**config.mk**
```make
export PLATFORM = sky130hd
export DESIGN_NAME = time_preset_entry
export DESIGN_NICKNAME = d
export VERILOG_FILES = /design/src/rtl/time_preset_entry.sv
export SDC_FILE = /design/constraint.sdc
export NUM_CORES = 1
export LEC_CHECK = 0
export BUFFER_PORTS_ARGS = -buffer_cell sky130_fd_sc_hd__buf_2
export CORE_MARGIN = 8
export CORE_UTILIZATION = 50
export DETAILED_ROUTE_END_ITERATION = 8
export MAX_ROUTING_LAYER = met4
export PLACE_DENSITY_LB_ADDON = 0.05
export SETUP_SLACK_MARGIN = 0.05
export SLEW_MARGIN = 20
export SYNTH_ARGS = -nofsm -noshare
export SYNTH_HDL_FRONTEND = slang
export SYNTH_SLANG_ARGS = --single-unit
```
**constraint.sdc**
```tcl
create_clock -name clk -period 4 [get_ports clk]
set_input_delay 0 -clock clk [delete_from_list [all_inputs] [get_ports clk]]
set_output_delay 0 -clock clk [all_outputs]
set_load 0.05 [all_outputs]
```
**src/rtl/time_preset_entry.sv**
```systemverilog
// Key-driven BCD time entry with a sequential Horner converter that turns the
// edited digits into a binary millisecond preset offered on a valid/ready handshake.
module time_preset_entry #(
    parameter int DIGITS = 6,
    parameter int W      = 20
) (
    input  logic                clk,
    input  logic                rst_n,
    input  logic                key_digit,
    input  logic                key_inc,
    input  logic                key_clr,
    input  logic                key_commit,
    input  logic                preset_ready,
    output logic [4*DIGITS-1:0] digits,
    output logic [2:0]          cursor,
    output logic                busy,
    output logic [W-1:0]        preset,
    output logic                preset_valid
);

    typedef enum logic [1:0] {
        EDIT = 2'd0,
        CONV = 2'd1,
        HOLD = 2'd2
    } state_t;

    state_t              state_reg, state_next;
    logic [4*DIGITS-1:0] digits_reg, digits_next;
    logic [2:0]          cursor_reg, cursor_next;
    logic [2:0]          idx_reg, idx_next;
    logic [W-1:0]        acc_reg, acc_next;
    logic [W-1:0]        preset_reg, preset_next;
    logic                valid_reg, valid_next;

    logic       editing;
    logic       do_clr, do_commit, do_inc, do_digit;
    logic [3:0] conv_digit;
    logic [W-1:0] acc_mac;

    // One key action per cycle, strict priority clr > commit > inc > digit.
    assign editing   = (state_reg == EDIT);
    assign do_clr    = editing & key_clr;
    assign do_commit = editing & ~key_clr & key_commit;
    assign do_inc    = editing & ~key_clr & ~key_commit & key_inc;
    assign do_digit  = editing & ~key_clr & ~key_commit & ~key_inc & key_digit;

    generate
        for (genvar gi = 0; gi < DIGITS; gi++) begin : g_digit
            logic [3:0] cur;
            logic       sel;
            assign cur = digits_reg[4*gi +: 4];
            assign sel = (cursor_reg == 3'(gi));
            assign digits_next[4*gi +: 4] =
                do_clr          ? 4'd0 :
                (do_inc && sel) ? ((cur == 4'd9) ? 4'd0 : cur + 4'd1) :
                                  cur;
        end
    endgenerate

    always_comb begin
        conv_digit = 4'd0;
        for (int i = 0; i < DIGITS; i++) begin
            if (idx_reg == 3'(i)) begin
                conv_digit = digits_reg[4*i +: 4];
            end
        end
    end

    // acc*10 + digit; W is sized so the full DIGITS-digit value never overflows.
    assign acc_mac = (acc_reg << 3) + (acc_reg << 1) + {{(W-4){1'b0}}, conv_digit};

    always_comb begin
        state_next  = state_reg;
        cursor_next = cursor_reg;
        idx_next    = idx_reg;
        acc_next    = acc_reg;
        preset_next = preset_reg;
        valid_next  = valid_reg;
        case (state_reg)
            EDIT: begin
                if (do_commit) begin
                    acc_next   = '0;
                    idx_next   = 3'(DIGITS - 1);
                    state_next = CONV;
                end else if (do_digit) begin
                    cursor_next = (cursor_reg == 3'(DIGITS - 1)) ? 3'd0 : cursor_reg + 3'd1;
                end
            end
            CONV: begin
                acc_next = acc_mac;
                if (idx_reg == 3'd0) begin
                    preset_next = acc_mac;
                    valid_next  = 1'b1;
                    state_next  = HOLD;
                end else begin
                    idx_next = idx_reg - 3'd1;
                end
            end
            HOLD: begin
                if (valid_reg && preset_ready) begin
                    valid_next = 1'b0;
                    state_next = EDIT;
                end
            end
            default: begin
                state_next = EDIT;
                valid_next = 1'b0;
            end
        endcase
    end

    always_ff @(posedge clk or negedge rst_n) begin
        if (!rst_n) begin
            state_reg  <= EDIT;
            digits_reg <= '0;
            cursor_reg <= 3'd0;
            idx_reg    <= 3'd0;
            acc_reg    <= '0;
            preset_reg <= '0;
            valid_reg  <= 1'b0;
        end else begin
            state_reg  <= state_next;
            digits_reg <= digits_next;
            cursor_reg <= cursor_next;
            idx_reg    <= idx_next;
            acc_reg    <= acc_next;
            preset_reg <= preset_next;
            valid_reg  <= valid_next;
        end
    end

    assign digits       = digits_reg;
    assign cursor       = cursor_reg;
    assign busy         = (state_reg != EDIT);
    assign preset       = preset_reg;
    assign preset_valid = valid_reg;

endmodule

```
Word-level counts from Yosys, hierarchy flattened
Cells that the tools add are included.
{"block": "classes", "n_addsub": 10, "multipliers": 0, "div": 0, "magnitude_cmp": 0, "eq_ne": 22, "n_shift": 0, "n_mux": 37, "n_bitwise": 12, "reduce_logical": 24}
{"operator": "4-bit two-way mux", "n": 24}
{"operator": "19-bit case mux with 2 select lines", "n": 1}
{"operator": "4-bit by 1-bit adder with 4-bit output (second input constant)", "n": 6}
{"operator": "4-bit == test (second input constant)", "n": 6}
{"operator": "20-bit adder", "n": 1}
{"operator": "20-bit by 4-bit adder with 20-bit output", "n": 1}
{"operator": "19-bit two-way mux", "n": 1}
{"operator": "2-bit nonzero test", "n": 8}
{"operator": "3-bit by 2-bit == test with 1-bit output (second input constant)", "n": 4}
{"operator": "3-bit == test (second input constant)", "n": 4}
{"operator": "3-bit AND reduction", "n": 4}
{"operator": "3-bit two-way mux", "n": 3}
{"operator": "1-bit AND", "n": 7}
{"operator": "1-bit logical AND", "n": 7}
{"operator": "3-bit by 1-bit == test with 1-bit output (second input constant)", "n": 2}
{"operator": "3-bit zero test", "n": 2}
{"operator": "2-bit two-way mux", "n": 3}
{"operator": "2-bit inequality test (second input constant)", "n": 3}
{"operator": "2-bit case mux with 3 select lines", "n": 1}
{"operator": "3-bit case mux with 2 select lines", "n": 1}
{"operator": "1-bit inverter", "n": 5}
{"operator": "2-bit AND reduction", "n": 2}
{"operator": "3-bit by 1-bit adder with 3-bit output (second input constant)", "n": 1}
{"operator": "1-bit case mux with 3 select lines", "n": 1}
{"operator": "6 further kinds", "n": 7}
{"block": "totals", "reg_bits": 72, "latch_bits": 0, "mem_bits_rw": 0, "mem_bits_ro": 0, "input_bits": 7, "output_inout_bits": 49, "word_cells": 117, "mem_count": 0}

Logic depth before layout (Yosys ltp)
{"block": "logic_depth", "ltp_word": 9, "ltp_mapped": 18, "mapped_depth_nobuf": 17}

Worst setup path before layout
Ideal clock, no wire load.
{"block": "synth_timing", "kind": "reg-to-reg", "from": "reg idx_reg[0]", "to": "reg preset_reg[17] (netlist: preset[17])", "setup_ns": 0.125, "arrival_ns": 3.639, "required_time_ns": 3.875, "path_slack_ns": 0.236, "stages_incl_launch_ff": 18, "n_path_buf": 0, "period_less_slack_ns": 3.764, "cell_sequence": "dfrtp_1 -> inv_1 -> ha_1 -> nor2b_1 -> a22oi_1 -> nor2_1 -> a21oi_1 -> o21ai_0 -> o21ai_0 -> fa_1 -> inv_1 -> ha_1 -> a211o_1 -> a211oi_1 -> o31a_1 -> o21ai_0 -> xor2_1 -> mux2_2"}
{"block": "synth_via", "elab_chain_len": 8, "word_cells_on_any_way": 14, "cone_classes": "add/sub: 1; eq/ne: 5; mux: 6; reduce/logical: 2"}
{"item": "start, declared", "line_no": "30", "rtl": "logic [2:0] idx_reg, idx_next;"}
{"item": "start signal, assigned", "line_no": "125", "rtl": "idx_reg <= idx_next;"}
{"item": "3-bit zero test", "line_no": "63, 91"}
{"item": "4-bit two-way mux (6 in a row)", "line_no": "63", "rtl": "if (idx_reg == 3'(i)) begin"}
{"item": "20-bit by 4-bit adder with 20-bit output", "line_no": "70", "rtl": "assign acc_mac = (acc_reg << 3) + (acc_reg << 1) + {{(W-4){1'b0}}, conv_digit};"}
{"item": "end signal, assigned", "line_no": "127", "rtl": "preset_reg <= preset_next;"}
{"item": "end, declared", "line_no": "32", "rtl": "logic [W-1:0] preset_reg, preset_next;"}
Parallel ways exist; a longest one is shown, timed or not.
A chain may end at the register's enable or synchronous reset.

Final worst setup path
{"block": "layout_timing", "from": "reg idx_reg[0]", "to": "reg acc_reg[18]"}
{"block": "layout_via", "elab_chain_len": 9, "word_cells_on_any_way": 14, "cone_classes": "add/sub: 1; eq/ne: 5; mux: 7; reduce/logical: 1"}
{"item": "3-bit zero test", "line_no": "63"}
{"item": "4-bit two-way mux (5 in a row)", "line_no": "63"}
{"item": "4-bit two-way mux *", "line_no": "63"}
{"item": "20-bit by 4-bit adder with 20-bit output *", "line_no": "70"}
{"item": "19-bit case mux with 2 select lines *", "line_no": "79", "rtl": "case (state_reg)"}
{"item": "end signal, assigned", "line_no": "126", "rtl": "acc_reg <= acc_next;"}
{"item": "end, declared", "line_no": "31", "rtl": "logic [W-1:0] acc_reg, acc_next;"}
Mark *: on every way between the ends. The rest lies on a longest branch, timed or not.

==> results by group <==
Die
  – Rows: 35
  – Die X: 112.6 um
  – Die ar.: 0.01268 mm^2
  – CORE AREA: 0.009153 mm^2
  – Io pins: 56
  – Die H: 112.6 um
  – Initial Util: 50.98%

Route
  – Vias per std cell: 5.693
  – Number of remaining DRC errors: 0
  – DRT iter0 DRCs: around 180
  – Iteration count of the initial detailed-routing pass: 4
  – Via count: 3,928
  – Routed WL: 11.33 mm
  – WL/cell: 16.42 um
  – Final ANT Viol Nets: 0

GRT
  – Met2 Track Usage GR: 26.86%
  – Global Route Usage Sum: about a fifth
  – Initial antenna violation count: 0
  – Gr busiest metal: met2
  – Vias in the first global route: ~3,700
  – Total gr overflow: 0
  – Met1 Track Usage GR: 26.60%
  – First-pass GRT wire length: 18.69 mm
  – Largest net degree at the start of global routing: 73
  – Met3 Track Usage GR: 2.845%

Timing
  – RSZ-0062 raised after global routing: yes
  – Worst-margin pin slew: 927.4 ps
  – Worst Hold Slack: 35.55 ps
  – Slew headroom: 38.18%
  – Fin Clk Skew: around 9.1 ps
  – Period utilisation layout: 94.15%
  – Fin. Hold Viols: 0
  – Period minus WS final: 3766 ps
  – Fmax: 265.5 MHz
  – Final setup fails: 0
  – Slew Limit Fails: 0

Logic synthesis
  – Synth top area share: approximately 39%
  – FFs w/ async S/R, synth: 100.0%
  – Post-Syn Area: 0.004666 mm^2
  – Avg Synthesized Cell Area: 9.077 um^2
  – Number of distinct library cells after synthesis: between 50 and 60
  – Ranking of synthesized cells by area: dfrtp_1 39%, ha_1 14%, a21oi_1 4.6%
  – Register area share after synthesis: 38.62%
  – #FFs+latches synth: 72
  – Syn_nets: 575
  – Cells after Synth: 514
  – Yosys warning count: 0
  – EDFF count, synth: 0
  – Yosys top cell by area: dfrtp_1
  – Ys flop type: dfrtp_1

Finish
  – Register area: 0.001803 mm^2
  – Fill count: 874
  – Area grow syn2layout: 16.44%
  – Fin nets: 635
  – Diodes inserted: 0
  – Proportion of layout cells with a drive suffix above 1: 18.13%
  – Max FFs per register: 24
  – Area occupied by multi-input gates: 0.002740 mm^2

CTS
  – Total CTS buffers: 9
  – Root buffer cell: clkbuf_8
  – CTS H-tree depth: 3
  – Bufs on Longest Clock Path: 2
  – Clock-pin slew on the worst setup and hold paths: 80 ps
  – CTS tree: yes
  – Clock sink total: about 70
  – Worst-Skew Late Latency: 360 ps

Hold path
  – Hold Path Stages: 3
  – Hold path start: key_digit
  – Worst Hold Endpoint: cursor[0]$_DFFE_PN0P_
  – Hold Path Class: input pin to register

Worst setup path
  – Crit path kind: register to register
  – Arr. time, crit path: between 3000 and 4000 ps
  – R2R Setup Slk: 230 ps
  – Critical R2R Launch: idx_reg[0]$_DFFE_PN0P_
  – Peak fanout along the critical path: 4
  – Reg2reg path depth: 16
  – Crit Reg-Reg Endpoint: acc_reg[18]$_DFFE_PN0P_
  – CP Capture Type: register
  – Worst setup SP type: register
  – Worst EP required: roughly 4200 ps

Place
  – Post-DP HPWL: 8.194 mm
  – Port buffer count: 55
  – GPL Wtd Cong: 0.8542

Pwr
  – PwrDens: 890.3 mW/mm^2
  – Worst VDD drop: 0.5251 mV
  – Final Power: 0.004837 W
  – LEAKAGE: between 2 and 3 nW

Run
  – Max Cap Viol: 0

Outcome
  – Outcome: complete, no violations
[timing repair]
item                       CTS  global route
setup buffers                1             3
hold buffers                 2             0
pin swaps                    0             7
resized for setup            3            16
setup endpoints to repair   10            12
hold endpoints to repair    74             0
[worst max path at each step]
stage / from / to / slack (ps) / depth (start not counted)
CTS: idx_reg[1]$_DFFE_PN0P_ / acc_reg[18]$_DFFE_PN0P_ / 70 / 16
global route: idx_reg[1]$_DFFE_PN0P_ / acc_reg[18]$_DFFE_PN0P_ / 6 / 16
floorplan: idx_reg[0]$_DFFE_PN0P_ / preset[17]$_DFFE_PN0P_ / 240 / 17
global placement: idx_reg[0]$_DFFE_PN0P_ / preset[17]$_DFFE_PN0P_ / 110 / 17
finish: idx_reg[0]$_DFFE_PN0P_ / acc_reg[18]$_DFFE_PN0P_ / 230 / 16
detailed placement: idx_reg[0]$_DFFE_PN0P_ / preset[17]$_DFFE_PN0P_ / -90 / 17
[metal layers]
layer | up-vias | wire length [um]
li1 | 1948 | -
met1 | 1901 | 5799
met2 | 69 | 4942
met3 | 10 | 449
met4 | 0 | 140
met5 | - | 0
[cells in the final DEF (no fill, tap or decap), types with 3 or more instances in the layout]
cell type  instances
and3_1             6
a22o_1            11
inv_1             28
o21ai_1            3
mux2_2             6
xnor2_1           10
nor3_1            21
a21oi_1           43
nor2b_1            3
nor2_1            46
nand2b_1           5
clkbuf_8          11
o21ai_0           31
dfrtp_1           71
a21o_1            12
or4_1              3
buf_2             54
ha_1              49
a211oi_1           4
or3_1              4
a31oi_1            3
xor2_1             6
nand3_1           16
mux2i_1            9
a221oi_1           6
nand2_1           48
and2_1             6
bufinv_16          3
buf_4             11
[Yosys cell counts, types with 2 or more instances]
library cell  instances
o21bai_1              2
o21ai_0              34
xnor2_1              10
a21boi_0              2
nor2_1               46
nand3_1              16
nor3_1               21
or4_1                 3
ha_1                 52
xor2_1                6
o21a_1                2
nand2b_1              5
and3_1                6
a31oi_1               4
a221oi_1              6
dfrtp_1              72
a311oi_1              2
mux2_2                6
mux2i_1               9
a22oi_1               2
clkbuf_1             18
or4b_1                2
and2_1                6
or2_2                 2
nand3b_1              2
inv_1                30
a211oi_1              5
a21o_1               12
a21oi_1              43
or3_1                 4
nor2b_1               5
nand2_1              48
a22o_1               11
fa_1                  2
[layout make-up]
type / count / area share, %
multi-input cells: 393 / 50.44
flip-flops and latches: 72 / 33.19
repair buffers: 68 / 7.070
clock inverters: 5 / 1.889
well taps: 111 / 2.556
inverters: 30 / 2.073
clock buffers: 11 / 2.787
[cell families after synthesis]
| family | count (synthesis) | share of synthesized area [%] |
|---|---|---|
| buffers and inverters | 49 | 3.969 |
| muxes | 15 | 3.379 |
| adders and majority gates | 54 | 14.80 |
| DFF | 72 | 38.62 |
| xor gates and xnor gates | 16 | 3.003 |
| AOI/OAI and AO/OA | 137 | 18.61 |
| and+or+nand+nor | 171 | 17.62 |
[per-stage QoR]
stage	setup WS (ps)	instances	util (%)	instance area, um^2	TNS [ps]
3_3_place_gp	109.0	668	55.31	5062	0
2_1_floorplan	236.1	514	-	4666	0
4_1_cts	68.45	687	58.47	5351	0
6_report	234.0	690	59.36	5433	0
3_5_place_dp	-88.41	668	55.31	5062	-197.1
5_1_grt	5.703	690	59.36	5433	0
[power by group]
group	switching, W	leakage (nW)	internal [W]	total (W)
sequential	0.000224	0.934	0.000974	0.00120
combinational	0.00184	1.64	0.00107	0.00291
clock	0.000286	0.126	0.000447	0.000733
[critical path: stages (launching register included)]
cell       delay [ps]
dfrtp_2           440
inv_2              80
ha_2              180
nor2b_4           170
a22oi_1            80
nor2_1            120
a21oi_1            50
o21ai_1           150
o21ai_1           110
fa_1              540
fa_2              440
nor2b_2           150
o2111ai_1         160
a2111o_1          430
and3_1            230
a31oi_2           200
o21ai_0            90
No activity file was read; power rests on OpenSTA's default activity.
